### src/rtl/cnn_frame_sequencer_if.sv
// Control bundle between the frame sequencer and the CNN pipeline around it:
// start request, input FIFO pop handshake, per-row line-buffer strobe,
// layer acknowledgements and frame status.
interface cnn_frame_sequencer_if #(
  parameter int CNT_W = 5
);
  logic             start_i;
  logic             fifo_empty_i;
  logic             fifo_ren_o;
  logic             row_valid_o;
  logic             conv1_done_i;
  logic             dense_valid_i;
  logic             busy_o;
  logic             done_o;
  logic [CNT_W-1:0] row_cnt_o;
  logic             err_o;

  // The sequencer drives the control outputs and watches the pipeline.
  modport master (
    input  start_i, fifo_empty_i, conv1_done_i, dense_valid_i,
    output fifo_ren_o, row_valid_o, busy_o, done_o, row_cnt_o, err_o
  );

  // The surrounding pipeline sees the mirror image.
  modport slave (
    output start_i, fifo_empty_i, conv1_done_i, dense_valid_i,
    input  fifo_ren_o, row_valid_o, busy_o, done_o, row_cnt_o, err_o
  );
endinterface

### src/rtl/cnn_frame_sequencer.sv
// Frame sequencer: pops one image row at a time from the input FIFO, presents
// it to the first line buffer, waits for conv layer 1 to consume it, and after
// the last row waits for the dense layer result before flagging completion.
// A watchdog aborts the frame if the pipeline stalls in a waiting state.
module cnn_frame_sequencer #(
  parameter int H       = 24,
  parameter int TIMEOUT = 4096,
  parameter int CNT_W   = 5,
  parameter int TMO_W   = 13
) (
  input  logic                 clk,
  input  logic                 reset,
  cnn_frame_sequencer_if.master bus
);

  typedef enum logic [2:0] {
    S_IDLE,
    S_FETCH,
    S_PRESENT,
    S_WAIT_ACK,
    S_DRAIN,
    S_DONE
  } state_t;

  state_t           state;
  state_t           state_next;
  logic [CNT_W-1:0] row_cnt;
  logic [TMO_W-1:0] wdog;
  logic             wdog_expired;
  logic             abort;
  logic             start_accept;
  logic             last_row;

  assign wdog_expired = (wdog == TMO_W'(TIMEOUT - 1));
  assign start_accept = (state == S_IDLE) && bus.start_i;
  assign last_row     = (row_cnt == CNT_W'(H));

  // State register.
  always_ff @(posedge clk or posedge reset) begin
    // NOTE: sequential state uses non-blocking assignments so every register
    // samples the pre-edge values, independent of block evaluation order.
    if (reset) state <= S_IDLE;
    else       state <= state_next;
  end

  // Next-state logic; an awaited event beats a watchdog expiry in the same cycle.
  always_comb begin
    // NOTE: defaults first so no path through the case leaves a value
    // unassigned, which would infer a latch.
    state_next = state;
    abort      = 1'b0;
    unique case (state)
      S_IDLE:    if (bus.start_i) state_next = S_FETCH;
      S_FETCH:   if (!bus.fifo_empty_i) state_next = S_PRESENT;
      S_PRESENT: state_next = S_WAIT_ACK;
      S_WAIT_ACK: begin
        if (bus.conv1_done_i) begin
          state_next = last_row ? S_DRAIN : S_FETCH;
        end else if (wdog_expired) begin
          state_next = S_IDLE;
          abort      = 1'b1;
        end
      end
      S_DRAIN: begin
        if (bus.dense_valid_i) begin
          state_next = S_DONE;
        end else if (wdog_expired) begin
          state_next = S_IDLE;
          abort      = 1'b1;
        end
      end
      S_DONE:    state_next = S_IDLE;
      default:   state_next = S_IDLE;
    endcase
  end

  // Moore-style outputs; the FIFO pop is gated by the empty flag so a pop
  // only ever happens on the edge that moves FETCH to PRESENT.
  always_comb begin
    bus.fifo_ren_o  = 1'b0;
    bus.row_valid_o = 1'b0;
    bus.busy_o      = 1'b0;
    bus.done_o      = 1'b0;
    unique case (state)
      S_IDLE:    ;
      S_FETCH: begin
        bus.busy_o     = 1'b1;
        bus.fifo_ren_o = !bus.fifo_empty_i;
      end
      S_PRESENT: begin
        bus.busy_o      = 1'b1;
        bus.row_valid_o = 1'b1;
      end
      S_DONE: begin
        bus.busy_o = 1'b1;
        bus.done_o = 1'b1;
      end
      default:   bus.busy_o = 1'b1;
    endcase
  end

  // Row counter: cleared by an accepted start, bumped when a row leaves
  // PRESENT, saturating at H.
  always_ff @(posedge clk or posedge reset) begin
    if (reset) begin
      row_cnt <= '0;
    end else if (start_accept) begin
      row_cnt <= '0;
    end else if (state == S_PRESENT && !last_row) begin
      row_cnt <= row_cnt + CNT_W'(1);
    end
  end

  // Watchdog: runs only while staying in WAIT_ACK or DRAIN, so it restarts
  // from zero on every entry into either state.
  always_ff @(posedge clk or posedge reset) begin
    if (reset) begin
      wdog <= '0;
    end else if ((state == S_WAIT_ACK || state == S_DRAIN) && state_next == state) begin
      wdog <= wdog + TMO_W'(1);
    end else begin
      wdog <= '0;
    end
  end

  // Sticky error flag: set on a watchdog abort, cleared by the next accepted start.
  always_ff @(posedge clk or posedge reset) begin
    if (reset) begin
      bus.err_o <= 1'b0;
    end else if (start_accept) begin
      bus.err_o <= 1'b0;
    end else if (abort) begin
      bus.err_o <= 1'b1;
    end
  end

  assign bus.row_cnt_o = row_cnt;

endmodule
### src/flat_wrapper.sv
// flat-port wrapper written by rule: the top's interface ports become plain ports
module cnn_frame_sequencer_flat 
#(
  parameter int H       = 24,
  parameter int TIMEOUT = 4096,
  parameter int CNT_W   = 5,
  parameter int TMO_W   = 13
)
  (clk, reset, bus_start_i, bus_fifo_empty_i, bus_conv1_done_i, bus_dense_valid_i, bus_fifo_ren_o, bus_row_valid_o, bus_busy_o, bus_done_o, bus_row_cnt_o, bus_err_o);
  cnn_frame_sequencer_if #(.CNT_W(CNT_W)) bus_i ();
  input  logic clk;
  input  logic reset;
  input wire logic [$bits(bus_i.start_i)-1:0] bus_start_i;
  input wire logic [$bits(bus_i.fifo_empty_i)-1:0] bus_fifo_empty_i;
  input wire logic [$bits(bus_i.conv1_done_i)-1:0] bus_conv1_done_i;
  input wire logic [$bits(bus_i.dense_valid_i)-1:0] bus_dense_valid_i;
  output wire logic [$bits(bus_i.fifo_ren_o)-1:0] bus_fifo_ren_o;
  output wire logic [$bits(bus_i.row_valid_o)-1:0] bus_row_valid_o;
  output wire logic [$bits(bus_i.busy_o)-1:0] bus_busy_o;
  output wire logic [$bits(bus_i.done_o)-1:0] bus_done_o;
  output wire logic [$bits(bus_i.row_cnt_o)-1:0] bus_row_cnt_o;
  output wire logic [$bits(bus_i.err_o)-1:0] bus_err_o;
  assign bus_i.start_i = bus_start_i;
  assign bus_i.fifo_empty_i = bus_fifo_empty_i;
  assign bus_i.conv1_done_i = bus_conv1_done_i;
  assign bus_i.dense_valid_i = bus_dense_valid_i;
  assign bus_fifo_ren_o = bus_i.fifo_ren_o;
  assign bus_row_valid_o = bus_i.row_valid_o;
  assign bus_busy_o = bus_i.busy_o;
  assign bus_done_o = bus_i.done_o;
  assign bus_row_cnt_o = bus_i.row_cnt_o;
  assign bus_err_o = bus_i.err_o;
  cnn_frame_sequencer #(.H(H), .TIMEOUT(TIMEOUT), .CNT_W(CNT_W), .TMO_W(TMO_W)) u_core (.clk(clk), .reset(reset), .bus(bus_i));
endmodule
### config.mk
export PLATFORM = sky130hd
export DESIGN_NAME = cnn_frame_sequencer_flat
export DESIGN_NICKNAME = d
export VERILOG_FILES = /design/src/rtl/cnn_frame_sequencer_if.sv /design/src/rtl/cnn_frame_sequencer.sv /design/src/flat_wrapper.sv
export SDC_FILE = /design/constraint.sdc
export NUM_CORES = 1
export LEC_CHECK = 0
export BUFFER_PORTS_ARGS = -buffer_cell sky130_fd_sc_hd__buf_4
export CAP_MARGIN = 20
export CORE_UTILIZATION = 59
export CTS_BUF_LIST = sky130_fd_sc_hd__clkbuf_8
export CTS_CLUSTER_DIAMETER = 200
export DETAILED_ROUTE_END_ITERATION = 10
export PLACE_DENSITY = 0.86
export SLEW_MARGIN = 20
export SYNTH_ARGS = -nofsm -noshare
export SYNTH_HDL_FRONTEND = slang
export SYNTH_SLANG_ARGS = --single-unit
### constraint.sdc
create_clock -name clk -period 2.5 [get_ports clk]
set_input_delay 0.5 -clock clk [delete_from_list [all_inputs] [get_ports clk]]
set_output_delay 0.5 -clock clk [all_outputs]
set_load 0.1 [all_outputs]
* After elaboration in Yosys (flattened, before gate mapping)
Index checks and enable logic that the tools add are counted.
** Word-level totals
- Memory bits (writable) :: 0
- Input bits :: 6
- Memory bits (read-only) :: 0
- Flip-flop bits (word level) :: 22
- Logic and storage cells :: 43
- Memories kept :: 0
- Bits in latches :: 0
- Output and inout port bits :: 10
** Cells by class
- Equal/unequal tests :: 8
- Order comparisons :: 0
- Multiplexer cells :: 20
- Shifts and indexed selects :: 0
- $mul :: 0
- Reduce and logical (&&, ||, !) cells :: 9
- $add $sub $neg :: 2
- Bitwise gates (word level) :: 0
- Divide/modulo/power cells :: 0
** Operators with widths (number)
- two-way mux 3 bit :: 6
- case mux 3 bit (5 select lines) :: 1
- adder 13 x 1 -> 13 bit (second input constant) :: 1
- == test 13 x 12 -> 1 bit (second input constant) :: 1
- two-way mux 13 bit :: 1
- two-way mux 5 bit :: 2
- two-way mux 1 bit :: 9
- == test 3 x 2 -> 1 bit (second input constant) :: 2
- == test 3 bit (second input constant) :: 2
- adder 5 x 1 -> 5 bit (second input constant) :: 1
- == test 5 bit (second input constant) :: 1
- nonzero test 2 bit :: 2
- == test 3 x 1 -> 1 bit (second input constant) :: 1
- == test 3 bit :: 1
- logical AND 1 bit :: 3
- logical NOT 3 bit :: 1
- logical NOT 1 bit :: 2
- case mux 1 bit (2 select lines) :: 1
- logical OR 1 bit :: 1

* Depth between registers and ports, before layout
Gate-level depths: netlist of run 1.
- Depth in word-level cells :: 7
- Mapped depth :: 6
- Mapped depth without buffers :: 6

* Least setup slack after synthesis of run 1
No wires, ideal clock.
- Kind :: register to output
- From :: reg u_core.state[1]
- To :: out bus_fifo_ren_o
- Path buffers :: 1
- Setup slack :: -1.764 ns
- Data required time :: 2.000 ns
- Arrival :: 3.764 ns
- Cell stages (with the launch flop) :: 3
- Path through :: dfrtp_1 -> clkbuf_1 -> nor4b_1
** Between the ends
- Word-level cells in the longest chain between the ends :: 2
** RTL lines
- start: declaration :: line cnn_frame_sequencer.sv:25 : state_t state;
- start signal: assignment :: line cnn_frame_sequencer.sv:43 : else state <= state_next;
- == test 3 x 1 -> 1 bit :: line cnn_frame_sequencer.sv:84 : unique case (state)
- two-way mux 1 bit :: line cnn_frame_sequencer.sv:84
- end: declaration :: line flat_wrapper.sv:17 : output wire logic [$bits(bus_i.fifo_ren_o)-1:0] bus_fifo_ren_o;
No other way between the ends.

* Worst setup path in the final report of run 1
- From :: reg u_core.wdog[0]
- To :: reg u_core.wdog[2]
** Between the ends
- Word-level cells in the longest chain between the ends :: 7
- Elaborated cells on any way between the ends :: 9
- Classes of those cells :: add/sub (1); eq/ne (2); mux (5); reduce/logical (1)
** RTL lines
- start: declaration :: line cnn_frame_sequencer.sv:28 : logic [TMO_W-1:0] wdog;
- start signal: assignment :: line cnn_frame_sequencer.sv:120 : wdog <= wdog + TMO_W'(1);
- == test 13 x 12 -> 1 bit :: line cnn_frame_sequencer.sv:34 : assign wdog_expired = (wdog == TMO_W'(TIMEOUT - 1));
- two-way mux 3 bit :: line cnn_frame_sequencer.sv:59, cnn_frame_sequencer.sv:67
- two-way mux 3 bit, on equally long branches :: line cnn_frame_sequencer.sv:65, cnn_frame_sequencer.sv:57
- case mux 3 bit (5 select lines) :: line cnn_frame_sequencer.sv:52 : unique case (state)
- == test 3 bit :: line cnn_frame_sequencer.sv:119 : end else if ((state == S_WAIT_ACK || state == S_DRAIN) && state_next == state) begin
- logical AND 1 bit :: line cnn_frame_sequencer.sv:119
- two-way mux 13 bit (*) :: line cnn_frame_sequencer.sv:119
Mark *: on every way between the ends. The rest lies on a longest branch, timed or not.
A chain may end at the register's enable or synchronous reset.

==> qor.log, run 1 <==
INFO  outcome        outcome=complete, no violations
INFO  clock_tree     tritoncts=yes
INFO  global_routing grt_use_met2=38.4%
INFO  layout         final_cell_count_no_fill=161
INFO  critical_path  crit_fanout=13
INFO  pwr            ir_worst_vdd=770uV
INFO  critical_path  critical_path_buf_inv_count=0
INFO  clock_tree     clock_insertion_delay_worst_skew=0.26ns
INFO  die            floorplan.initialDensity=62.3%
INFO  critical_path  startpoint_type=register
INFO  placement      preCtsSetupSlack=0.428ns
INFO  critical_path  crit_family=simple AND/OR/NAND/NOR gates
INFO  layout         insertedDiodeCount=0
INFO  clock_tree     h-tree-depth=1
INFO  clock_tree     cts-root-buf=sky130_fd_sc_hd__clkbuf_8
INFO  placement      gp_routability_congestion=0.802
INFO  clock_tree     number_of_setup_buffers_added_after_cts=0
INFO  route          route.antenna.remaining_nets=0
INFO  worst_hold_path path_type_of_the_worst_min_delay_path=in -> async
INFO  global_routing globalRouteOverflowTotal=0
INFO  global_routing initial_antenna_violation_count=0
INFO  critical_path  cp_slowest_cell=sky130_fd_sc_hd__or4b_4
INFO  clock_tree     clock-sinks=22
INFO  clock_tree     number_of_buffers_added_to_fix_hold_violations_after_cts=0
INFO  flow_run       maxCapViolations=0
INFO  die            fp.dieArea=2260um^2
INFO  die            floorplan.die.height=47.5um
INFO  global_routing grtUsageMet1=28.8%
INFO  critical_path  cp.required=2.63ns
INFO  global_routing grt_start_max_net_pins=23
INFO  global_routing grt.busiest_layer=met2
INFO  critical_path  r2r.worst_path.cells=5
INFO  clock_tree     maximum_buffer_depth_of_the_clock_tree=2
INFO  global_routing grt_pass1_wl=3.55mm
INFO  sta            final_hold_viol_count=0
INFO  route          drt-total-wl=2.20mm
INFO  critical_path  worstReg2RegStart=u_core.wdog[0]
INFO  synthesis      post_synth_num_cell_types=38
INFO  clock_tree     cts-resized-gates=0
INFO  synthesis      ys_seq_elements=22
INFO  placement      post-dp-hpwl=1.62mm
INFO  critical_path  path_depth=5
INFO  layout         fill_cells=148
INFO  sta            clock_skew=0.000885ns
INFO  synthesis      syn_inst=119
INFO  critical_path  worst_r2r_endpoint=u_core.wdog[2]
INFO  synthesis      ys_top_cells_by_area=sky130_fd_sc_hd__dfrtp_1, sky130_fd_sc_hd__nor2_2, sky130_fd_sc_hd__xnor2_1
INFO  die            die_boundary_width=47.5um
INFO  critical_path  r2r_slack=0.43ns
INFO  synthesis      summed_instance_area_of_the_synthesized_netlist=1220um^2
INFO  synthesis      post_synthesis_net_count=128
INFO  synthesis      synth_top_area_share=45.0%
INFO  synthesis      postSynth.topFlopCell=sky130_fd_sc_hd__dfrtp_1
INFO  layout         finish.net_count=144
INFO  die            fp-row-count=16
INFO  critical_path  crit_path_end_kind=register
INFO  placement      dpl.cell_count=157
INFO  sta            relSlewSlack=46.0%
INFO  layout         synthesis_to_layout_area_growth=17.4%
INFO  route          routed-via-count=864
INFO  global_routing grt_usage=23.2%
INFO  route          dr.first_iter.drc_count=6
INFO  pwr            pwr_total=1.36mW
INFO  layout         drive_gt1_share=28.4%
INFO  critical_path  cp_data_arrival_time=2.20ns
INFO  synthesis      synth_top_cell_by_area=sky130_fd_sc_hd__dfrtp_1
INFO  synthesis      share_of_synthesized_flip_flops_with_an_asynchronous_set_or_reset=100%
INFO  critical_path  worstPathCellList=ha_1, nand3_2, or4b_4, a2bb2oi_4, nor2_1
INFO  route          dr_drc_count=0
INFO  route          viasPerCell=5.37
INFO  synthesis      synth-warning-count=0
INFO  clock_tree     cts_buffers=3
INFO  sta            layout_min_cycle_time=2.07ns
INFO  sta            post-route-period-util=82.9%
INFO  sta            finalWorstSetupSlack=0.428ns
INFO  die            fp.coreArea=1960um^2
INFO  critical_path  criticalPathCategory=reg -> reg
INFO  pwr            p_leak=0.631nW
INFO  route          avgRoutedWirePerCell=13.7um
INFO  sta            rsz0062_at_grt=no
INFO  sta            timing_worst_slew_pin_value=0.809ns
INFO  clock_tree     clk_transition_reported_paths=0.08ns
INFO  global_routing grt_pass1_vias=810
INFO  placement      port-buffer-count=15
INFO  synthesis      netlist_top_cells_count=sky130_fd_sc_hd__dfrtp_1, sky130_fd_sc_hd__nor2_1, sky130_fd_sc_hd__nor2_2
INFO  synthesis      synth.most_common_cell=sky130_fd_sc_hd__dfrtp_1
INFO  synthesis      syn_avg_cell_area=10.3um^2
INFO  global_routing met3_usage_in_global_routing=4.53%
INFO  synthesis      number_of_flops_mapped_to_enable_cells_by_yosys=0
INFO  sta            achievable-frequency=483MHz
INFO  sta            maxSlewViolCount=0
INFO  synthesis      synth_seq_area_share=45.0%
INFO  sta            finalSetupViolations=0
INFO  die            design.portCount=16
INFO  sta            finalSetupTns=0ns
INFO  pwr            p_per_area=950nW/um^2
INFO  route          drt_pass1_iterations=4
INFO  critical_path  cp_slowest_stage_delay=0.60ns
## cells by family (layout without fill, tap and decap cells)
family	after synthesis	after routing	share of synthesized area, %
adders and majority gates	3	3	3.07
DFF	22	22	45.0
and+or+nand+nor	58	58	29.9
AOI/OAI and AO/OA	11	11	7.68
xor gates and xnor gates	14	14	10.0
buffers and inverters	11	26	4.30
## registers in the layout, indices dropped and copies added, names as in the netlist
signal                count
u_core.bus.err_o          1
u_core.bus.row_cnt_o      5
u_core.state              3
u_core.wdog              13
## through the flow
step	cell area [um^2]	hold slack (ns)	utilization (%)
6_report	1440	0.396	73.2
5_1_grt	1440	0.480	73.2
4_1_cts	1440	0.415	73.2
3_5_place_dp	1360	0.498	69.5
3_3_place_gp	1360	0.466	69.5
2_1_floorplan	1240	0.453	-
## power by group
group	switching, mW	internal, mW	leakage, nW
Sequential	0.0753	0.395	0.299
Clock	0.110	0.214	0.0357
Combinational	0.410	0.159	0.296
Total	0.595	0.768	0.631
## metal layers
layer	share of wire [%]	wire, um	vias up
li1	-	-	435
met1	43	943	406
met2	52	1150	17
met3	3.0	65	6
met4	2.1	46	0
met5	0	0	-
## worst max-delay path by stage
stage                     slack, ns               to             from
after floorplan                0.32   bus_fifo_ren_o  u_core.state[1]
after global placement         0.52   u_core.wdog[2]   u_core.wdog[0]
after detailed placement       0.43   u_core.wdog[2]   u_core.wdog[0]
after CTS                      0.41  bus_row_valid_o  u_core.state[1]
after global routing           0.28   u_core.wdog[2]   u_core.wdog[0]
final                          0.43   u_core.wdog[2]   u_core.wdog[0]
## placed cells by master (no fill, tap or decap), types with 2 or more instances in the layout
master,count
sky130_fd_sc_hd__buf_4,15
sky130_fd_sc_hd__inv_1,7
sky130_fd_sc_hd__dfrtp_1,22
sky130_fd_sc_hd__ha_1,3
sky130_fd_sc_hd__nand2_1,6
sky130_fd_sc_hd__a21oi_1,2
sky130_fd_sc_hd__nor2_2,10
sky130_fd_sc_hd__nand3_1,4
sky130_fd_sc_hd__nand4_1,4
sky130_fd_sc_hd__nor3b_1,2
sky130_fd_sc_hd__xnor2_1,7
sky130_fd_sc_hd__nor3_1,2
sky130_fd_sc_hd__clkbuf_8,3
sky130_fd_sc_hd__nor2_1,15
sky130_fd_sc_hd__a31oi_1,2
sky130_fd_sc_hd__xor2_1,7
## area by class of cell
class                      instances  area, um^2  area share (%)
clock buffer                       3        41.3            2.88
sequential                        22         551            38.4
clock inverter                     1        30.0            2.09
inverter                           7        26.3            1.83
timing repair buffer              15         113            7.85
tap                               27        33.8            2.35
multi-input combinational         86         641            44.6
Power figures use the tool's default switching activity.
==> run 2: changes to the inputs <==
==> constraint.sdc (replaced) <==
create_clock -name clk -period 2 [get_ports clk]
set_input_delay 0.4 -clock clk [delete_from_list [all_inputs] [get_ports clk]]
set_output_delay 0.4 -clock clk [all_outputs]
set_load 0.1 [all_outputs]
==> run 2 against run 1 <==
Against the previous run: sequential share of layout area down 0.88 points; sequential power grew 24%; die area is the same; highest routed layer unchanged.
==> qor.log, run 2 (synthesis results as in run 1) <==
INFO  pwr            p_leak=0.654nW [+3.6%]
INFO  global_routing grt.busiest_layer=met2
INFO  layout         layout.cells.most_common=sky130_fd_sc_hd__dfrtp_1
INFO  clock_tree     cts-resized-gates=0 [unchanged]
INFO  placement      port-buffer-count=15 [unchanged]
INFO  flow_run       maxCapViolations=0 [unchanged]
INFO  layout         regMostFlops=u_core.wdog
INFO  global_routing grt_start_max_net_pins=23 [unchanged]
INFO  clock_tree     maximum_buffer_depth_of_the_clock_tree=2 [unchanged]
INFO  global_routing grtUsageMet1=29.0% [+0.15 points]
INFO  worst_hold_path path_type_of_the_worst_min_delay_path=in -> async
INFO  sta            timing_worst_slew_pin_value=0.402ns [-0.407 ns]
INFO  global_routing grt_pass1_wl=3.77mm [+6.2%]
INFO  route          drt_pass1_iterations=4 [unchanged]
INFO  route          dr_drc_count=0 [unchanged]
INFO  global_routing met3_usage_in_global_routing=3.40% [-1.1 points]
INFO  sta            rsz0062_at_grt=no
INFO  sta            maxSlewViolCount=0 [unchanged]
INFO  sta            layout_min_cycle_time=1.85ns [-0.227 ns]
INFO  die            die_boundary_width=47.5um [unchanged]
INFO  route          drt-total-wl=2.47mm [+12%]
INFO  sta            finalSetupViolations=0 [unchanged]
INFO  placement      gp_routability_congestion=0.752 [-6.2%]
INFO  route          viasPerCell=5.60 [+4.4%]
INFO  sta            achievable-frequency=542MHz [+12%]
INFO  pwr            p_per_area=1130nW/um^2 [+19%]
INFO  clock_tree     clock_insertion_delay_worst_skew=0.26ns [about the same]
INFO  clock_tree     number_of_setup_buffers_added_after_cts=0 [unchanged]
INFO  layout         mostFrequentLayoutCells=sky130_fd_sc_hd__dfrtp_1, sky130_fd_sc_hd__buf_4, sky130_fd_sc_hd__nor2_1
INFO  outcome        outcome=complete, no violations
INFO  clock_tree     cts-root-buf=sky130_fd_sc_hd__clkbuf_8
INFO  clock_tree     clock-sinks=22 [unchanged]
INFO  layout         finish.net_count=149 [+3.5%]
INFO  critical_path  cp_slowest_stage_delay=0.58ns [-0.02 ns]
INFO  die            fp.coreArea=1960um^2 [unchanged]
INFO  die            floorplan.die.height=47.5um [unchanged]
INFO  layout         insertedDiodeCount=0 [unchanged]
INFO  sta            post-route-period-util=92.3% [+9.4 points]
INFO  global_routing grt_pass1_vias=891 [+10%]
INFO  critical_path  cp.required=2.15ns [-0.48 ns]
INFO  global_routing initial_antenna_violation_count=0 [unchanged]
INFO  sta            hold_slack=0.173ns [-0.223 ns]
INFO  global_routing globalRouteOverflowTotal=0 [unchanged]
INFO  critical_path  cp_slowest_cell=sky130_fd_sc_hd__or4b_4
INFO  clock_tree     h-tree-depth=1 [unchanged]
INFO  route          avgRoutedWirePerCell=14.9um [+8.6%]
INFO  global_routing grt_usage=24.7% [+1.5 points]
INFO  critical_path  critical_path_buf_inv_count=1 [+1]
INFO  clock_tree     tritoncts=yes
INFO  placement      post-dp-hpwl=1.80mm [+11%]
INFO  pwr            pwr_total=1.65mW [+21%]
INFO  critical_path  worstPathCellList=ha_1, nand3_2, or4b_4, a2bb2oi_4, buf_12, nor2b_1
INFO  pwr            ir_worst_vdd=758uV [-1.5%]
INFO  critical_path  cp_data_arrival_time=2.00ns [-0.20 ns]
INFO  layout         layout.core_utilization=74.9% [+1.7 points]
INFO  sta            clock_skew=0.00313ns [+0.00224 ns]
INFO  critical_path  criticalPathCategory=reg -> reg
INFO  placement      placedInstanceArea=1410um^2 [+3.7%]
INFO  die            floorplan.initialDensity=62.3% [unchanged]
INFO  die            design.portCount=16 [unchanged]
INFO  layout         number_of_flip_flops_under_the_largest_register_name=13 [unchanged]
INFO  die            fp-row-count=16 [unchanged]
INFO  layout         synthesis_to_layout_area_growth=20.2%
INFO  layout         drive_gt1_share=30.9% [+2.6 points]
INFO  critical_path  crit_path_end_kind=register
INFO  critical_path  crit_fanout=13 [unchanged]
INFO  route          dr.first_iter.drc_count=15 [+9]
INFO  critical_path  crit_family=simple AND/OR/NAND/NOR gates
INFO  clock_tree     clk_transition_reported_paths=0.08ns [about the same]
INFO  sta            final_hold_viol_count=0 [unchanged]
INFO  route          route.antenna.remaining_nets=0 [unchanged]
INFO  sta            relSlewSlack=73.1% [+27 points]
INFO  critical_path  startpoint_type=register
INFO  clock_tree     cts_buffers=3 [unchanged]
INFO  route          routed-via-count=930 [+7.6%]
INFO  die            fp.dieArea=2260um^2 [unchanged]
INFO  global_routing grt_use_met2=44.9% [+6.6 points]
INFO  clock_tree     number_of_buffers_added_to_fix_hold_violations_after_cts=0 [unchanged]
INFO  layout         layout.cell_area.non_filler=1470um^2 [+2.4%]
-- run 2: cell types whose count changed in the layout (fill, tap and decap cells not counted) --
cell	before	now
sky130_fd_sc_hd__bufinv_16	1	0
sky130_fd_sc_hd__buf_4	15	19
sky130_fd_sc_hd__buf_12	0	1
sky130_fd_sc_hd__clkbuf_8	3	4
-- run 2: power breakdown --
group	internal [mW]	leakage, nW	switching (mW)
clock	0.175	0.0288	0.137
sequential	0.494	0.299	0.0902
combinational	0.229	0.326	0.529
-- run 2: worst min-delay path, stage by stage --
cell and delay, ns:
sky130_fd_sc_hd__buf_4 0.11, sky130_fd_sc_hd__inv_1 0.04, sky130_fd_sc_hd__buf_4 0.28
-- run 2: metrics by stage --
| step | std cells | setup WS, ns | TNS (ns) |
|---|---|---|---|
| after floorplan | 119 | -0.0256 | -0.100 |
| after detailed placement | 162 | 0.181 | 0 |
| after global routing | 166 | 0.102 | 0 |
| after global placement | 162 | 0.272 | 0 |
| final | 166 | 0.155 | 0 |
| after CTS | 166 | 0.155 | 0 |
-- run 2: worst paths after layout --
path | startpoint | to | slack (ns) | cells after the start
min in group clk | bus_fifo_empty_i | u_core.state[1] | 0.47 | 4
hold reg to reg | u_core.wdog[0] | u_core.wdog[0] | 0.50 | 1
setup reg to reg | u_core.wdog[0] | u_core.wdog[1] | 0.15 | 6
max in group asynchronous | reset | u_core.state[1] | 1.60 | 3
hold / removal | reset | u_core.bus.row_cnt_o[0] | 0.17 | 3
setup / recovery | u_core.wdog[0] | u_core.wdog[1] | 0.15 | 6
-- run 2: cell type report --
class                      instances  area (um^2)
multi-input combinational         86          641
sequential                        22          551
tap                               27         33.8
inverter                           7         26.3
clock buffer                       4         55.1
fill                             142          493
timing repair buffer              20          163
-- run 2: metal layers --
metal	vias to the layer above	part of all wire, %
li1	445	-
met1	464	43
met2	19	53
met3	2	3.0
met4	0	0.93
met5	-	0
